File: src/rtl/pcm_to_i2s_converter.sv
// I2S master transmitter (Philips format).
// Accepts 24-bit left/right PCM pairs over valid/ready. Generates bclk/lrclk
// from clk and shifts data out MSB-first on falling bclk edges, one bit
// after each lrclk edge. A single holding register decouples the upstream
// source from the frame timing. A pair offered on the transfer cycle while
// the holding register is empty is bypassed straight into the shifters.
module pcm_to_i2s_converter #(
  parameter int BCLK_HALF_DIV = 4,
  parameter int SLOT_BITS     = 32,
  parameter int DATA_BITS     = 24
) (
  input  logic        clk,
  input  logic        reset_n,
  input  logic        enable,
  input  logic        din_valid,
  input  logic [23:0] l_pcm_data,
  input  logic [23:0] r_pcm_data,
  output logic        din_ready,
  output logic        bclk,
  output logic        lrclk,
  output logic        i2s_data,
  output logic        frame_start,
  output logic        underflow
);

  localparam int DW = (BCLK_HALF_DIV > 2) ? $clog2(BCLK_HALF_DIV) : 1;
  localparam int PW = $clog2(2 * SLOT_BITS);

  localparam logic [DW-1:0] DIV_LAST = DW'(BCLK_HALF_DIV - 1);
  localparam logic [PW-1:0] P_LAST   = PW'(2 * SLOT_BITS - 1);
  localparam logic [PW-1:0] P_RSLOT  = PW'(SLOT_BITS);
  localparam logic [PW-1:0] P_LBEG   = PW'(1);
  localparam logic [PW-1:0] P_LEND   = PW'(DATA_BITS);
  localparam logic [PW-1:0] P_RBEG   = PW'(SLOT_BITS + 1);
  localparam logic [PW-1:0] P_REND   = PW'(SLOT_BITS + DATA_BITS);

  typedef enum logic {S_IDLE, S_RUN} state_t;

  state_t        r_state;
  logic [DW-1:0] r_div;
  logic          r_bclk;
  logic [PW-1:0] r_p;
  logic          r_lrclk;
  logic          r_data;
  logic          r_fs;
  logic          r_uf;
  logic [23:0]   r_l_sr;
  logic [23:0]   r_r_sr;
  logic [23:0]   r_l_hold;
  logic [23:0]   r_r_hold;
  logic          r_full;

  logic          w_div_tc;
  logic          w_shift;
  logic [PW-1:0] w_p_next;
  logic          w_xfer;
  logic          w_accept;
  logic          w_hold_load;
  logic          w_in_left;
  logic          w_in_right;

  // Divider terminal count, shift event (bclk 1->0) and next frame position.
  assign w_div_tc    = (r_div == DIV_LAST);
  assign w_shift     = (r_state == S_RUN) & w_div_tc & r_bclk;
  assign w_p_next    = (r_p == P_LAST) ? '0 : r_p + PW'(1);
  // Transfer happens on the shift event that wraps the frame to p=0.
  assign w_xfer      = enable & w_shift & (w_p_next == '0);
  // Handshake; on a transfer cycle an accepted pair bypasses the holding reg.
  assign w_accept    = din_valid & ~r_full;
  assign w_hold_load = w_accept & ~w_xfer;
  // Data windows: one-bit delay after each lrclk edge, DATA_BITS long.
  assign w_in_left   = (w_p_next >= P_LBEG) & (w_p_next <= P_LEND);
  assign w_in_right  = (w_p_next >= P_RBEG) & (w_p_next <= P_REND);

  // Holding register: filled on a non-transfer accept, drained by a transfer.
  // It survives enable=0 so a pair can be preloaded while idle.
  always_ff @(posedge clk or negedge reset_n) begin
    if (!reset_n) begin
      r_full   <= 1'b0;
      r_l_hold <= '0;
      r_r_hold <= '0;
    end else if (w_xfer && r_full) begin
      r_full <= 1'b0;
    end else if (w_hold_load) begin
      r_full   <= 1'b1;
      r_l_hold <= l_pcm_data;
      r_r_hold <= r_pcm_data;
    end
  end

  // IDLE/RUN control, bit-clock divider, frame position and serialiser.
  // Dropping enable aborts the current frame and returns to idle values.
  always_ff @(posedge clk or negedge reset_n) begin
    if (!reset_n) begin
      r_state <= S_IDLE;
      r_div   <= '0;
      r_bclk  <= 1'b0;
      r_p     <= P_LAST;
      r_lrclk <= 1'b0;
      r_data  <= 1'b0;
      r_fs    <= 1'b0;
      r_uf    <= 1'b0;
      r_l_sr  <= '0;
      r_r_sr  <= '0;
    end else begin
      r_fs <= 1'b0;
      r_uf <= 1'b0;
      if (!enable) begin
        r_state <= S_IDLE;
        r_div   <= '0;
        r_bclk  <= 1'b0;
        r_p     <= P_LAST;
        r_lrclk <= 1'b0;
        r_data  <= 1'b0;
        r_l_sr  <= '0;
        r_r_sr  <= '0;
      end else begin
        r_state <= S_RUN;
        if (w_div_tc) begin
          r_div  <= '0;
          r_bclk <= ~r_bclk;
        end else begin
          r_div <= r_div + DW'(1);
        end

        if (w_shift) begin
          r_p     <= w_p_next;
          r_lrclk <= (w_p_next >= P_RSLOT);
          if (w_p_next == '0) begin
            // Frame transfer: holding reg, else bypassed input, else silence.
            r_data <= 1'b0;
            r_fs   <= 1'b1;
            if (r_full) begin
              r_l_sr <= r_l_hold;
              r_r_sr <= r_r_hold;
            end else if (din_valid) begin
              r_l_sr <= l_pcm_data;
              r_r_sr <= r_pcm_data;
            end else begin
              r_l_sr <= '0;
              r_r_sr <= '0;
              r_uf   <= 1'b1;
            end
          end else if (w_in_left) begin
            r_data <= r_l_sr[23];
            r_l_sr <= {r_l_sr[22:0], 1'b0};
          end else if (w_in_right) begin
            r_data <= r_r_sr[23];
            r_r_sr <= {r_r_sr[22:0], 1'b0};
          end else begin
            r_data <= 1'b0;
          end
        end
      end
    end
  end

  assign din_ready   = ~r_full;
  assign bclk        = r_bclk;
  assign lrclk       = r_lrclk;
  assign i2s_data    = r_data;
  assign frame_start = r_fs;
  assign underflow   = r_uf;

endmodule

File: config.mk
export PLATFORM = sky130hd
export DESIGN_NAME = pcm_to_i2s_converter
export DESIGN_NICKNAME = d
export VERILOG_FILES = /design/src/rtl/pcm_to_i2s_converter.sv
export SDC_FILE = /design/constraint.sdc
export NUM_CORES = 1
export LEC_CHECK = 0
export BUFFER_PORTS_ARGS = -buffer_cell sky130_fd_sc_hd__buf_2
export CORE_AREA = 2 2 122 124
export DETAILED_ROUTE_END_ITERATION = 16
export DIE_AREA = 0 0 124 126
export PLACE_DENSITY = 0.64
export SYNTH_ARGS = -nofsm -noshare
export SYNTH_HDL_FRONTEND = slang
export SYNTH_SLANG_ARGS = --single-unit
File: constraint.sdc
create_clock -name clk -period 5.5 [get_ports clk]
set_clock_uncertainty 0.05 [all_clocks]
set_input_delay 0 -clock clk [delete_from_list [all_inputs] [get_ports clk]]
set_output_delay 0 -clock clk [all_outputs]
set_load 0.02 [all_outputs]
# [Word level (Yosys, flattened, before mapping)]
# Cells that the tools add are included.
# W data, S select, Z words.
[totals] register_bits=111 out_inout_bits=6 word_cells=83
[classes] add_sub_neg=2 n_lt_le_gt_ge=5 n_eq_ne=7 n_mux=38 n_bitwise=12 reduce_logical=6
[op_table] cell="$mux W24" n=13
[op_table] cell="$mux W1" n=20
[op_table] cell="$mux W6" n=3
[op_table] cell="$ge A6 B6 Y1 const B" n=2
[op_table] cell="$and A1 B1 Y1" n=8
[op_table] cell="$add A6 B1 Y6 const B" n=1
[op_table] cell="$eq A6 B6 Y1 const B" n=1
[op_table] cell="$ge A6 B1 Y1 const B" n=1
[op_table] cell="$le A6 B5 Y1 const B" n=1
[op_table] cell="$le A6 B6 Y1 const B" n=1
[op_table] cell="$logic_not A6 Y1" n=1
[op_table] cell="$ne A3 B1 Y1 const B" n=2
[op_table] cell="$mux W2" n=2
[op_table] cell="$ne A2 B1 Y1 const B" n=2
[op_table] cell="$not A1 Y1" n=4
[op_table] cell="$reduce_and A2 Y1" n=2
[op_table] cell="$ne A3 B2 Y1 const B" n=1
[op_table] cell="$reduce_and A3 Y1" n=1
[op_table] cell="$add A2 B1 Y2 const B" n=1
[op_table] cell="$eq A2 B2 Y1 const B" n=1
[op_table] cell="$reduce_bool A2 Y1" n=1
[op_table] cell="$logic_and A1 B1 Y1" n=1

# [Longest topological paths before layout]
[depth] word_depth=9 ltp_mapped=10

# [Worst setup path before layout]
# No wires, ideal clock.
[synth_path] kind="flip-flop to flip-flop" start="register r_p[1]" end="register r_l_hold[10]" setup_ns=0.125 arrival_time_ns=2.206 t_required_ns=5.325 setup_slack_ns=3.119 path_stages_with_launch=9 path_buffers=2 period_less_slack_ns=2.381 path_cell_list="dfstp_2 -> ha_1 -> or4b_4 -> o21ai_2 -> nand3_1 -> nand2_2 -> buf_6 -> buf_12 -> mux2_4"
[synth_between] elab_chain_len=7 elab_cells_between_ends=10 cone_classes="1 x add/sub; 1 x eq/ne; 1 x mux; 4 x bitwise; 3 x reduce/logical"
[synth_lines] element="start, declared" line="42" text="logic [PW-1:0] r_p;"
[synth_lines] element="start signal, assigned" line="127" text="r_p <= w_p_next;"
[synth_lines] element="$add A6 B1 Y6 or $eq A6 B6 Y1 (tied branches)" line="65" text="assign w_p_next = (r_p == P_LAST) ? '0 : r_p + PW'(1);"
[synth_lines] element="$mux W6 *" line="65"
[synth_lines] element="$logic_not A6 Y1 *" line="67" text="assign w_xfer = enable & w_shift & (w_p_next == '0);"
[synth_lines] element="$and A1 B1 Y1 *" line="67"
[synth_lines] element="$not A1 Y1 or $logic_and A1 B1 Y1 (tied branches)" line="70, 82"
[synth_lines] element="$and A1 B1 Y1 or $not A1 Y1 (tied branches)"
[synth_lines] element="$reduce_and A2 Y1 (no source line) *"
[synth_lines] element="end signal, assigned" line="86" text="r_l_hold <= l_pcm_data;"
[synth_lines] element="end, declared" line="49" text="logic [23:0] r_l_hold;"
# Every way passes the cells marked *; elsewhere a longest branch is shown, timed or not.
# A chain may end at the register's enable or synchronous reset.

# [Worst setup path after layout]
[layout_path] start="register r_p[0]" end="register r_l_sr[13]"
[layout_between] elab_chain_len=6 elab_cells_between_ends=12 cone_classes="1 x add/sub; 2 x order compare; 2 x eq/ne; 4 x mux; 1 x bitwise; 2 x reduce/logical"
[layout_lines] element="$add A6 B1 Y6 or $eq A6 B6 Y1 (tied branches)" line="65"
[layout_lines] element="$mux W6 *" line="65"
[layout_lines] element="$ge A6 B1 Y1 (tied with other cells)" line="72" text="assign w_in_left = (w_p_next >= P_LBEG) & (w_p_next <= P_LEND);"
[layout_lines] element="$and A1 B1 Y1 or $mux W24 (tied branches)" line="72, 129"
[layout_lines] element="$ne A3 B1 Y1 (no source line) or $mux W24 (tied branches)"
[layout_lines] element="$reduce_and A2 Y1 (no source line) or $mux W24 (tied branches)"
[layout_lines] element="end signal, assigned" line="134" text="r_l_sr <= r_l_hold;"
[layout_lines] element="end signal, assigned" line="137" text="r_l_sr <= l_pcm_data;"
[layout_lines] element="end signal, assigned" line="146" text="r_l_sr <= {r_l_sr[22:0], 1'b0};"
[layout_lines] element="end, declared" line="47" text="logic [23:0] r_l_sr;"
# Every way passes the cells marked *; elsewhere a longest branch is shown, timed or not. The select of a mux whose other input is x is not followed.

==> results.md <==
- Pre-CTS WS: 2.43 ns
- Htree depth: 3
- Synth Area in Compound Gates: 23.0%
- #FFs+latches synth: 111
- Core Area: 14300 um^2
- Ys async rst share: 100%
- Post-DR vias/cell: 5.41
- Final Cycle Share: 56.9%
- # clock sinks: 111
- Area delta synth->final: 20.2%
- Synth Instances: 480
- Fin nets: 623
- Initial Utilization: 39.5%
- Status: complete, no violations
- Hold WS: 0.199 ns
- Tmin final: 3.13 ns
- Ant. Diodes: 0
- Crit path launch type: register
- Final setup viols: 0
- Kind of end point of the critical path: register
- CTS tree: built
- Fill count: 1299
- Area leader, netlist: dfrtp_1
- Setup Buffers After CTS: 0
- Fin Setup TNS: 0 ns
- Non-Filler Instances: 755
- Vias in the first global route: 4236
- Die width: 124 um
- Hold Vio Cnt, Final: 0
- Crit-path cells: ha_1 -> and3b_1 -> o221ai_1 -> a22oi_1 -> or4_1 -> nand3_2 -> o221ai_2
- Main combinational cell family by area after synthesis: compound AO/OA/AOI/OAI gates
- Post-synthesis sequential area ratio: 49.3%
- Multi-input logic area: 2540 um^2
- Slew headroom: 20.9%
- Port bufs: 57
- Synth top area cells: dfrtp_1 (46%), a22oi_1 (7.3%), mux2_2 (5.8%)
- CTS clock-pin slew for the worst setup and hold paths: 0.07 ns
- Routability cong.: 0.815
- Initial antenna violation count: 0
- Syn Nets: 536
- Netlist cell types: 54
- Worst skew pair latency: 0.36 ns
- Synth Area in Adders: 0.886%
- Mean Syn Cell Area: 11.8 um^2
- Switching share of power: 23.1%
- FF+latch area: 2790 um^2
- Mapped cell area: 5650 um^2
- Synth Area in XOR/XNOR: 0.465%
- CP top delay family: compound AO/OA/AOI/OAI gates
- Global-route wire length before repair: 21600 um
- Total grt overflow: 0
- Peak supply drop: 171 uV
- Residual DRC count: 0
- Hold Buf Count CTS: 51
- CTS root buffer: clkbuf_16
- Setup WS post-layout: 2.37 ns
- Worst slew pin tran: 1.18 ns
- Final Cell Area: 6790 um^2
- Layout cells sized above 1: 30.1%
- Worst EP arrival: 3.34 ns
- Pin count of the biggest net entering global routing: 59
- CTS Buf Count: 9
- Critical Path Max Stage Delay: 0.63 ns
- CTS Buffer Depth: 2
- Via count: 4084
- Post-route ant nets: 0
- Critical path class: register to register
- Internal cell power: 1340 uW
- Synth Flop Type: dfrtp_1
- Drt total wl: 12500 um
- Boundary pin count: 58
- Pwr dens: 256 nW/um^2
- RSZ-0062 raised after global routing: false
- Drt wl/cell: 16.6 um
- Placed Instances: 689
- Synth Area in Simple Gates: 9.05%
- Die H: 126 um
- YS warnings: 0
- Detailed placement HPWL: 7890 um
- Worst-path cell with the longest stage delay: dfstp_2
- Slew Limit Fails: 0
- Psw: 402 uW
- Rows: 44
- Leak: 0.00301 uW
- First-pass DRT Iterations: 4
- Post-CTS sizing: 0
- Max-Cap Viols: 0
- Hold Crit Class: input pin to async pin
- Worst path bufs/invs: 0
- Clock power share: 37.9%
- DP Area: 5990 um^2
- Req. time, crit path: 5.71 ns
- CP Max Fanout: 20
- Drt first-iter violations: 294
- Top-area cell type share of the netlist area: 46.5%
- Comb power frac: 11.0%
- Post-synth EDFFs: 0
- Max Fclk: 0.320 GHz
- GRT Total Usage: 17.5%
- Mux cell area share after synthesis: 11.1%
- Total die area: 15600 um^2
- Seq pwr share: 51.1%
## cells in the mapped netlist, types with 2 or more instances
cell type,instances
and3_1,4
a22o_1,10
a21o_1,2
dfstp_2,6
nand4_1,2
nand3_1,6
a221o_1,14
nand2_1,45
inv_1,25
nor2_1,24
mux2_4,20
ha_1,4
xnor2_1,2
nor3_1,2
o21ai_0,8
a21oi_1,9
clkbuf_1,16
o21ai_1,2
nor3_2,3
a22oi_1,55
o221ai_1,2
dfrtp_1,105
buf_6,7
o211ai_1,2
and2_1,3
nor4_2,2
nand3_2,2
mux2_2,29
buf_12,2
o31ai_1,8
buf_2,11
nor2b_1,3
a211oi_1,3
o221ai_2,20
buf_4,3
## flip-flops by register name (all words and copies together) (netlist names)
| name | count |
|---|---|
| r_r_hold | 24 |
| bclk | 1 |
| underflow | 1 |
| frame_start | 1 |
| r_p | 6 |
| r_l_sr | 24 |
| i2s_data | 1 |
| r_state | 1 |
| r_full | 1 |
| r_r_sr | 24 |
| r_div | 2 |
| lrclk | 1 |
| r_l_hold | 24 |
## power groups by stage
stage	Combinational [uW]	Clock [uW]	Sequential, uW
floorplan	108	0	896
finish	192	659	888
CTS	195	673	887
global route	213	706	894
global placement	163	0	900
detailed placement	167	0	902
## through the flow
step	power (uW)	utilization, %
2_1_floorplan	1000	-
3_3_place_gp	1060	41.8
3_5_place_dp	1070	41.8
4_1_cts	1760	47.5
5_1_grt	1810	47.5
6_report	1740	47.5
## metal layers
metal | part of all wire [%] | global-route usage, % | wire (um)
met4 | 1.9 | 7.01 | 235
met3 | 3.1 | 2.58 | 392
met5 | 0 | 0 | 0
met2 | 49 | 29.0 | 6190
met1 | 46 | 22.9 | 5700
## placed cells by master (no fill, tap or decap), types with 2 or more instances in the layout
master,count
a211oi_1,3
a21o_1,2
a21oi_1,9
a221o_1,14
a22o_1,10
a22oi_1,55
and2_1,3
and3_1,4
buf_2,56
buf_4,8
clkbuf_16,9
clkinv_2,2
dfrtp_1,105
dfstp_2,6
dlygate4sd3_1,51
ha_1,4
inv_1,25
mux2_2,29
mux2_4,20
nand2_1,45
nand3_1,5
nand3_2,3
nand4_1,2
nor2_1,24
nor2b_1,2
nor3_1,2
nor3_2,3
o211ai_1,2
o21ai_0,8
o21ai_1,2
o221ai_1,2
o221ai_2,20
o31ai_1,8
xnor2_1,2
## final timing paths
| path | start | endpoint | slack [ns] | cells after the start |
|---|---|---|---|---|
| min reg2reg | r_div[0]$_DFF_PN0_ | r_div[0]$_DFF_PN0_ | 0.39 | 1 |
| max reg2reg | r_p[0]$_DFFE_PN1P_ | r_l_sr[13]$_DFFE_PN0P_ | 2.37 | 7 |
| min | reset_n | r_r_hold[10]$_DFFE_PN0P_ | 0.20 | 2 |
| max | r_p[0]$_DFFE_PN1P_ | r_l_sr[13]$_DFFE_PN0P_ | 2.37 | 7 |
| min in group clk | r_pcm_data[19] | r_r_hold[19]$_DFFE_PN0P_ | 0.37 | 3 |
| max in group asynchronous | reset_n | r_r_sr[23]$_DFFE_PN0P_ | 4.01 | 3 |
## area by class of cell
class                           count  area share [%]
Sequential cell                   111            41.0
Multi-Input combinational cell    305            37.4
Timing Repair Buffer              115            12.5
Clock buffer                       10            3.52
Tap cell                          184            3.39
Inverter                           25            1.38
Clock inverter                      5           0.829
## cell families after synthesis
| group | after synthesis |
|---|---|
| compound gates | 147 |
| xor+xnor | 3 |
| fa+ha+maj | 4 |
| buf+inv | 64 |
| flops | 111 |
| mux | 49 |
| simple gates | 102 |
## worst register-to-register path, cell delays in order (launching register included)
cell	delay, ns
dfstp_2	0.63
ha_1	0.41
and3b_1	0.22
o221ai_1	0.13
a22oi_1	0.44
or4_1	0.23
nand3_2	0.51
o221ai_2	0.41
Power figures use the tool's default switching activity.
